### src/rtl/apb_master.sv
// ---------------------------------------------------------------------------
// apb_master
//
// Purpose:
//   AMBA 3 APB bus master. It bridges a simple request interface onto an APB
//   bus with up to two slave selects:
//     - transfer strobe
//     - read/write select
//     - separate read and write addresses
//     - write data
//   It runs the IDLE -> SETUP -> ACCESS protocol, honours PREADY wait states
//   and keeps the data from the last completed read.
//
// Configuration macro:
//   APB_MASTER_SEL2_EN
//     defined   : PADDR[ADDRESS_WIDTH-1] chooses between PSEL1 (0) and
//                 PSEL2 (1).
//     undefined : every transfer goes to PSEL1 and PSEL2 is tied to 0.
//                 PADDR still carries the full address.
//
// Ports:
//   PCLK               in   bus clock; every state change is on its
//                           rising edge
//   PRESETn            in   asynchronous reset, active HIGH despite the name
//   transfer           in   request strobe; high = start or continue
//                           transfers
//   READ_WRITE         in   1 = read, 0 = write; sampled with transfer
//   PREADY             in   slave ready; ends the ACCESS phase
//   apb_write_paddr    in   write target address
//   apb_write_data     in   write data
//   apb_read_paddr     in   read target address
//   PRDATA             in   slave read data
//   PWRITE             out  APB direction, 1 = write
//   PENABLE            out  APB enable (ACCESS phase)
//   PSEL1              out  select for slave 1
//   PSEL2              out  select for slave 2
//   PADDR              out  APB address
//   PWDATA             out  APB write data
//   apb_read_data_out  out  data from the last completed read
// ---------------------------------------------------------------------------
module apb_master #(
    parameter int DATA_WIDTH    = 32,
    parameter int ADDRESS_WIDTH = 32
) (
    input  logic                     PCLK,
    input  logic                     PRESETn,
    input  logic                     transfer,
    input  logic                     READ_WRITE,
    input  logic                     PREADY,
    input  logic [ADDRESS_WIDTH-1:0] apb_write_paddr,
    input  logic [DATA_WIDTH-1:0]    apb_write_data,
    input  logic [ADDRESS_WIDTH-1:0] apb_read_paddr,
    input  logic [DATA_WIDTH-1:0]    PRDATA,
    output logic                     PWRITE,
    output logic                     PENABLE,
    output logic                     PSEL1,
    output logic                     PSEL2,
    output logic [ADDRESS_WIDTH-1:0] PADDR,
    output logic [DATA_WIDTH-1:0]    PWDATA,
    output logic [DATA_WIDTH-1:0]    apb_read_data_out
);

    typedef enum logic [1:0] {
        ST_IDLE   = 2'd0,
        ST_SETUP  = 2'd1,
        ST_ACCESS = 2'd2
    } state_t;

    state_t                   state_q, state_d;
    logic                     pwrite_q;
    logic [ADDRESS_WIDTH-1:0] paddr_q;
    logic [DATA_WIDTH-1:0]    pwdata_q;
    logic [DATA_WIDTH-1:0]    rdata_q;

    // A new request is latched on every edge that moves the FSM into SETUP.
    // That happens either from IDLE, or from a completing ACCESS while
    // transfer is still high (back-to-back transfers).
    logic enter_setup;
    // A transfer completes when ACCESS sees PREADY high.
    logic complete;
    // Slave decode comes only from the latched address, so the selects never
    // depend combinationally on the request inputs.
    logic sel2_hit;

    assign complete    = (state_q == ST_ACCESS) && PREADY;
    assign enter_setup = (state_d == ST_SETUP);

`ifdef APB_MASTER_SEL2_EN
    assign sel2_hit = paddr_q[ADDRESS_WIDTH-1];
`else
    assign sel2_hit = 1'b0;
`endif

    // ------------------------------------------------------------------
    // State register
    // ------------------------------------------------------------------
    always_ff @(posedge PCLK or posedge PRESETn) begin
        if (PRESETn) begin
            state_q <= ST_IDLE;
        end else begin
            state_q <= state_d;
        end
    end

    // ------------------------------------------------------------------
    // Next-state logic
    // ------------------------------------------------------------------
    always_comb begin
        state_d = state_q;
        case (state_q)
            ST_IDLE: begin
                if (transfer) begin
                    state_d = ST_SETUP;
                end
            end
            ST_SETUP: begin
                state_d = ST_ACCESS;
            end
            ST_ACCESS: begin
                if (PREADY) begin
                    state_d = transfer ? ST_SETUP : ST_IDLE;
                end
            end
            default: begin
                state_d = ST_IDLE;
            end
        endcase
    end

    // ------------------------------------------------------------------
    // Output decode: depends only on registered state and address
    // ------------------------------------------------------------------
    always_comb begin
        PENABLE = 1'b0;
        PSEL1   = 1'b0;
        PSEL2   = 1'b0;
        case (state_q)
            ST_SETUP: begin
                PSEL1 = ~sel2_hit;
                PSEL2 = sel2_hit;
            end
            ST_ACCESS: begin
                PENABLE = 1'b1;
                PSEL1   = ~sel2_hit;
                PSEL2   = sel2_hit;
            end
            default: begin
                PENABLE = 1'b0;
            end
        endcase
    end

    // ------------------------------------------------------------------
    // Request latch
    // ------------------------------------------------------------------
    // The latched fields stay stable through SETUP and through every ACCESS
    // wait state. A read leaves PWDATA at its previous value.
    always_ff @(posedge PCLK or posedge PRESETn) begin
        if (PRESETn) begin
            pwrite_q <= 1'b0;
            paddr_q  <= '0;
            pwdata_q <= '0;
        end else if (enter_setup) begin
            pwrite_q <= ~READ_WRITE;
            paddr_q  <= READ_WRITE ? apb_read_paddr : apb_write_paddr;
            if (!READ_WRITE) begin
                pwdata_q <= apb_write_data;
            end
        end
    end

    // ------------------------------------------------------------------
    // Read data capture
    // ------------------------------------------------------------------
    // Only a completing read updates the captured data; writes leave it as
    // it was.
    always_ff @(posedge PCLK or posedge PRESETn) begin
        if (PRESETn) begin
            rdata_q <= '0;
        end else if (complete && !pwrite_q) begin
            rdata_q <= PRDATA;
        end
    end

    assign PWRITE            = pwrite_q;
    assign PADDR             = paddr_q;
    assign PWDATA            = pwdata_q;
    assign apb_read_data_out = rdata_q;

endmodule

### config.mk
export PLATFORM = sky130hd
export DESIGN_NAME = apb_master
export DESIGN_NICKNAME = d
export VERILOG_FILES = /design/src/rtl/apb_master.sv
export SDC_FILE = /design/constraint.sdc
export NUM_CORES = 1
export LEC_CHECK = 0
export CAP_MARGIN = 20
export CELL_PAD_IN_SITES_DETAIL_PLACEMENT = 1
export CELL_PAD_IN_SITES_GLOBAL_PLACEMENT = 2
export CORE_MARGIN = 3
export CORE_UTILIZATION = 24
export CTS_BUF_LIST = sky130_fd_sc_hd__clkbuf_8
export CTS_CLUSTER_DIAMETER = 50
export DETAILED_ROUTE_END_ITERATION = 10
export GPL_ROUTABILITY_DRIVEN = 0
export PLACE_DENSITY_LB_ADDON = 0.1
export SYNTH_ARGS = -nofsm -noshare
export SYNTH_HDL_FRONTEND = slang
export SYNTH_SLANG_ARGS = --single-unit
### constraint.sdc
create_clock -name PCLK -period 4 [get_ports PCLK]
set_input_delay 0.4 -clock PCLK [delete_from_list [all_inputs] [get_ports PCLK]]
set_output_delay 0.4 -clock PCLK [all_outputs]
set_load 0.05 [all_outputs]
==> results.json <==
{
  "antenna_found_initial": 1,
  "drc": 0,
  "min_period_ns": 2.84,
  "finalClockSkew_ns": 0.00873,
  "static-leakage-power_uw": 0.00286,
  "start_util_pct": 24.6,
  "antenna_left": 0,
  "grt_pass1_vias": 3410,
  "drive_gt1_share_pct": 10.5,
  "grt_pass1_wl_um": 18300,
  "post-route-period-util_pct": 71.1,
  "cts_buffers": 9,
  "grt_usage_pct": 12.8,
  "fp.dieW_um": 137,
  "p_seq_share_pct": 26.8,
  "setup_viol": 0,
  "dp_hpwl_um": 9080,
  "hp-class": "in2async",
  "worst-setup-path-type": "reg2reg",
  "drv_cap": 0,
  "final_hold_viol_count": 0,
  "wl_per_cell_um": 15.8,
  "regArea_um2": 2480,
  "relSlewSlack_pct": 32.7,
  "areaGrowthSynthToFinish_pct": 67.8,
  "drt-total-wl_um": 11900,
  "path_max_fanout": 33,
  "yosys-top-cells-area": "dfrtp_1, mux2_2, mux2_1",
  "layout_common_cells": "clkdlybuf4s50_1, dfrtp_1, mux2_2, a21oi_1, nor2_1",
  "p_comb_share_pct": 60.7,
  "postSynthCellCount": 302,
  "p_sw_uw": 3180,
  "nets": 666,
  "io_buffers": 231,
  "swShare_pct": 48.4,
  "synth-seq-cells": 99,
  "vias": 3150,
  "initialDrtViolationCount": 91,
  "clock_latency_ns": 0.37,
  "synth.distinct_cells": 21,
  "antenna_cells": 0,
  "multiInputGateArea_um2": 1500,
  "yosysSeqAreaShare_pct": 60.6,
  "netlist_area_um2": 4090,
  "synth_area_per_cell_um2": 13.5,
  "arrival_ns": 3.09,
  "tightest_slew_ns": 1.01,
  "nFillCells": 1741,
  "yosys_warnings": 0,
  "synth_top_cell_area_share_pct": 60.6,
  "synth_nets": 440,
  "ctsHoldBuffers": 0,
  "start_kind": "flip-flop",
  "rsz0062_at_grt": "false",
  "post-cts-setup-buffers": 0,
  "totalNegativeSetupSlack_ns": 0,
  "p_per_area_nw_per_um2": 958,
  "irDropWorstVdd_uv": 439,
  "cts_tree": "built",
  "die-area_um2": 18600,
  "core_um2": 16600,
  "overflow": 0,
  "viasPerCell": 4.19,
  "clkTransAtPathRegs_ns": 0.10,
  "layout_commonest_cell": "clkdlybuf4s50_1",
  "fmax_mhz": 352,
  "ios": 233,
  "grt_max_degree": 66,
  "cts_resized": 0,
  "post-route-cell-area_um2": 6860,
  "drv_slew": 0,
  "endpoint_kind": "flip-flop",
  "r2r_cells": 7,
  "firstDrtPassIters": 4,
  "clock_sinks": 99,
  "crit_required_ns": 4.25,
  "root_buffer": "clkbuf_8",
  "place_area_um2": 6610,
  "yosys.area.top_type": "dfrtp_1",
  "run_status": "complete, no violations",
  "die_h_um": 137,
  "cts_buffer_depth": 2,
  "rows": 47,
  "p_int_uw": 3390,
  "htreeDepth": 3,
  "clockPowerShare_pct": 12.5
}
## critical path, cell delays in order (launching register included)
cell,delay (ns)
dfrtp_1,0.42
inv_1,0.13
ha_1,0.22
nor2b_1,0.16
o21ai_0,0.17
a2111oi_4,0.37
nor2b_4,0.85
mux2_2,0.42
## power groups by stage
stage               logic [uW]  clock network [uW]  registers (uW)
global route              4210                 903            1840
global placement          4000                   0            1770
finish                    3990                 820            1760
detailed placement        4040                   0            1800
CTS                       4050                 866            1780
floorplan                  922                   0            3510
## metal layers
layer | track usage [%] | share of wire, % | wire (um)
met1 | 15.3 | 39 | 4660
met2 | 20.4 | 49 | 5780
met3 | 5.26 | 11 | 1250
met4 | 5.04 | 1.6 | 196
met5 | 0 | 0.11 | 13
## kinds of logic after synthesis
logic type / synth area share (%)
flops: 60.6
mux: 25.5
simple gates: 4.01
compound gates: 5.33
buf+inv: 2.97
fa+ha+maj: 1.53
other cells: 0.0917
## stage by stage
stage	instances	utilization, %	hold slack, ns	total power, uW	setup WS [ns]
finish	751	41.2	0.452	6570	1.16
global route	751	41.2	0.510	6950	0.900
CTS	751	41.2	0.453	6690	1.08
detailed placement	737	39.7	0.478	5840	1.01
global placement	737	39.7	0.467	5770	1.08
floorplan	302	-	0.535	4430	1.01
## cells in the mapped netlist
cell / instances
nand3b_1: 1
buf_1: 1
nor2b_1: 2
clkbuf_1: 7
ha_1: 5
buf_2: 7
mux2i_1: 32
buf_4: 1
nor2_1: 34
a2111oi_4: 1
nand2_1: 1
inv_1: 4
dfrtp_1: 99
buf_6: 3
mux2_1: 29
mux2_2: 35
conb_1: 1
a21o_1: 2
nand2b_1: 2
o21ai_0: 1
a21oi_1: 34
## state kept, by name, indices dropped and copies added (netlist names)
register           flops
PWDATA                32
state_q                2
PWRITE                 1
PADDR                 32
apb_read_data_out     32
## final cells by class
cell class	count	area share (%)
sequential	99	36.1
timing repair buffer	234	34.1
multi-input combinational	180	21.8
tap	220	4.01
clock inverter	5	1.86
clock buffer	9	1.81
inverter	4	0.255
## worst paths after layout
path	slack (ns)	start	to
setup / recovery	1.16	state_q[0]	PWDATA[29]
hold / removal	0.45	PRESETn	apb_read_data_out[25]
setup reg to reg	1.16	state_q[0]	PWDATA[29]
hold reg to reg	0.49	PWDATA[11]	PWDATA[11]
max in group asynchronous	2.80	PRESETn	state_q[1]
min in group PCLK	0.49	PWDATA[11]	PWDATA[11]
No activity file was read; power rests on OpenSTA's default activity.
==> variant (config.mk and constraints unchanged) <==
Re-encode `state_t` (3 states) as one-hot, 3 bits wide.
--- a/src/rtl/apb_master.sv
+++ b/src/rtl/apb_master.sv
@@ -60,10 +60,10 @@
     output logic [DATA_WIDTH-1:0]    apb_read_data_out
 );
 
-    typedef enum logic [1:0] {
-        ST_IDLE   = 2'd0,
-        ST_SETUP  = 2'd1,
-        ST_ACCESS = 2'd2
+    typedef enum logic [2:0] {
+        ST_IDLE   = 3'b001,
+        ST_SETUP  = 3'b010,
+        ST_ACCESS = 3'b100
     } state_t;
 
     state_t                   state_q, state_d;
Check against the original RTL: same outputs for any inputs over 10 cycles, from zero or initial values and one cycle with PRESETn high; not proved beyond that.
==> variant against the original RTL <==
  * Via count is 3.4% lower
  * Power decreased by 6.5%
  * Clock power fell by 18%
  * Largest cell class unchanged
  * Cell area increased by 4.2%
  * Area after synthesis up 8.9%
  * Wire length up 5.1%
  * Highest routed layer is now met4
  * Sequential cell count rose by 1
  * Setup slack gained 0.34 ns
==> variant: results (changes against the original RTL) <==
Synthesis
  – Syn Nets: 399 (-9.3%)
  – Synth Flop Type: dfrtp_1
  – Synth cell count leaders: dfrtp_1 (99), mux2_2 (69), mux2_4 (59)
  – Top post-synthesis cells by area: dfrtp_1 (56%), mux2_4 (20%), mux2_2 (17%)
  – Sequential fraction of the synthesis area: 0.563 (-0.0435)
  – Mapped Avg Cell Area: 16.7 µm² (+24%)

Drt
  – Wire per inst: 17.1 µm (+8.2%)
  – First DRT Iteration DRCs: 71 (-22%)
  – Vias: 3043 (-3.4%)

Placed design
  – Place WS: 1.42 ns (+0.407 ns)
  – Dpl cell area: 6950 µm² (+5.1%)
  – Placed insts: 714 (-3.1%)
  – DP HPWL: 9300 µm (+2.4%)

Min path
  – HP Class: register to register

Final layout
  – Non-filler cells, final: 730 (-2.8%)
  – # nets final: 629 (-5.6%)
  – Layout cells sized above 1: 0.305 (+0.200)

STA
  – Skew final: 0.0160 ns (+0.00723 ns)

Power and ir drop
  – Worst vdd ir: 0.402 mV (-8.5%)
  – P_leak: 3.15 nW (+10%)

GRT
  – Initial antenna violation count: 0 (-1)
  – Gr usage total: 0.123 (-0.00435)
  – Vias in the first global route: 3446 (+1.1%)
  – Largest net degree at the start of global routing: 67 (+1.5%)
  – First-pass GRT wire length: 19200 µm (+5.2%)

Worst setup path
  – Arrival @ worst endpoint: 2.10 ns (-0.99 ns)
  – Maximum fanout along the worst path: 6 (-82%)

Status
  – Status: finished clean

Clock network
  – Num CTS Buffers: 9 (unchanged)
==> variant: cells by family after synthesis <==
kind of cell,synth area share
muxes,0.374
AOI/OAI and AO/OA,0.0118
buffers and inverters,0.0354
and+or+nand+nor,0.0157
DFF,0.563
other,0.000843
==> variant: report_power, final <==
group	switching, W	total, W	internal (W)
Combinational	0.00221	0.00371	0.00151
Sequential	0.000270	0.00176	0.00149
Clock	0.000364	0.000671	0.000307
Total	0.00284	0.00614	0.00330
==> variant: worst max-delay path, cell delays in order, from the launching register on <==
cell and delay [ns]:
dfrtp_1 0.46, or2b_1 0.29, a21oi_1 0.13, clkdlybuf4s50_1 0.85
==> variant: cell type report <==
type	instances	area [µm²]
Timing Repair Buffer	235	2340
Tap cell	229	287
Clock inverter	6	65.1
Inverter	3	13.8
Multi-Input combinational cell	147	1800
Clock buffer	10	138
Fill cell	1879	10900
Sequential cell	100	2500
==> variant: worst paths after layout <==
path | startpoint | endpoint | slack, ns | cells past startpoint
max in group asynchronous | PRESETn | PADDR[14] | 2.62 | 3
min in group asynchronous | PRESETn | PWDATA[10] | 0.56 | 2
hold reg to reg | state_q[1] | state_q[0] | 0.51 | 1
setup reg to reg | state_q[0] | apb_read_data_out[30] | 1.84 | 3
setup / recovery | state_q[2] | PSEL1 | 1.50 | 3
hold / removal | state_q[1] | state_q[0] | 0.51 | 1
==> variant: per-layer routing <==
metal,GRT usage,routed length [µm]
met5,0,0
met3,0.0430,1090
met1,0.149,5130
met4,0.0439,175
met2,0.204,6120
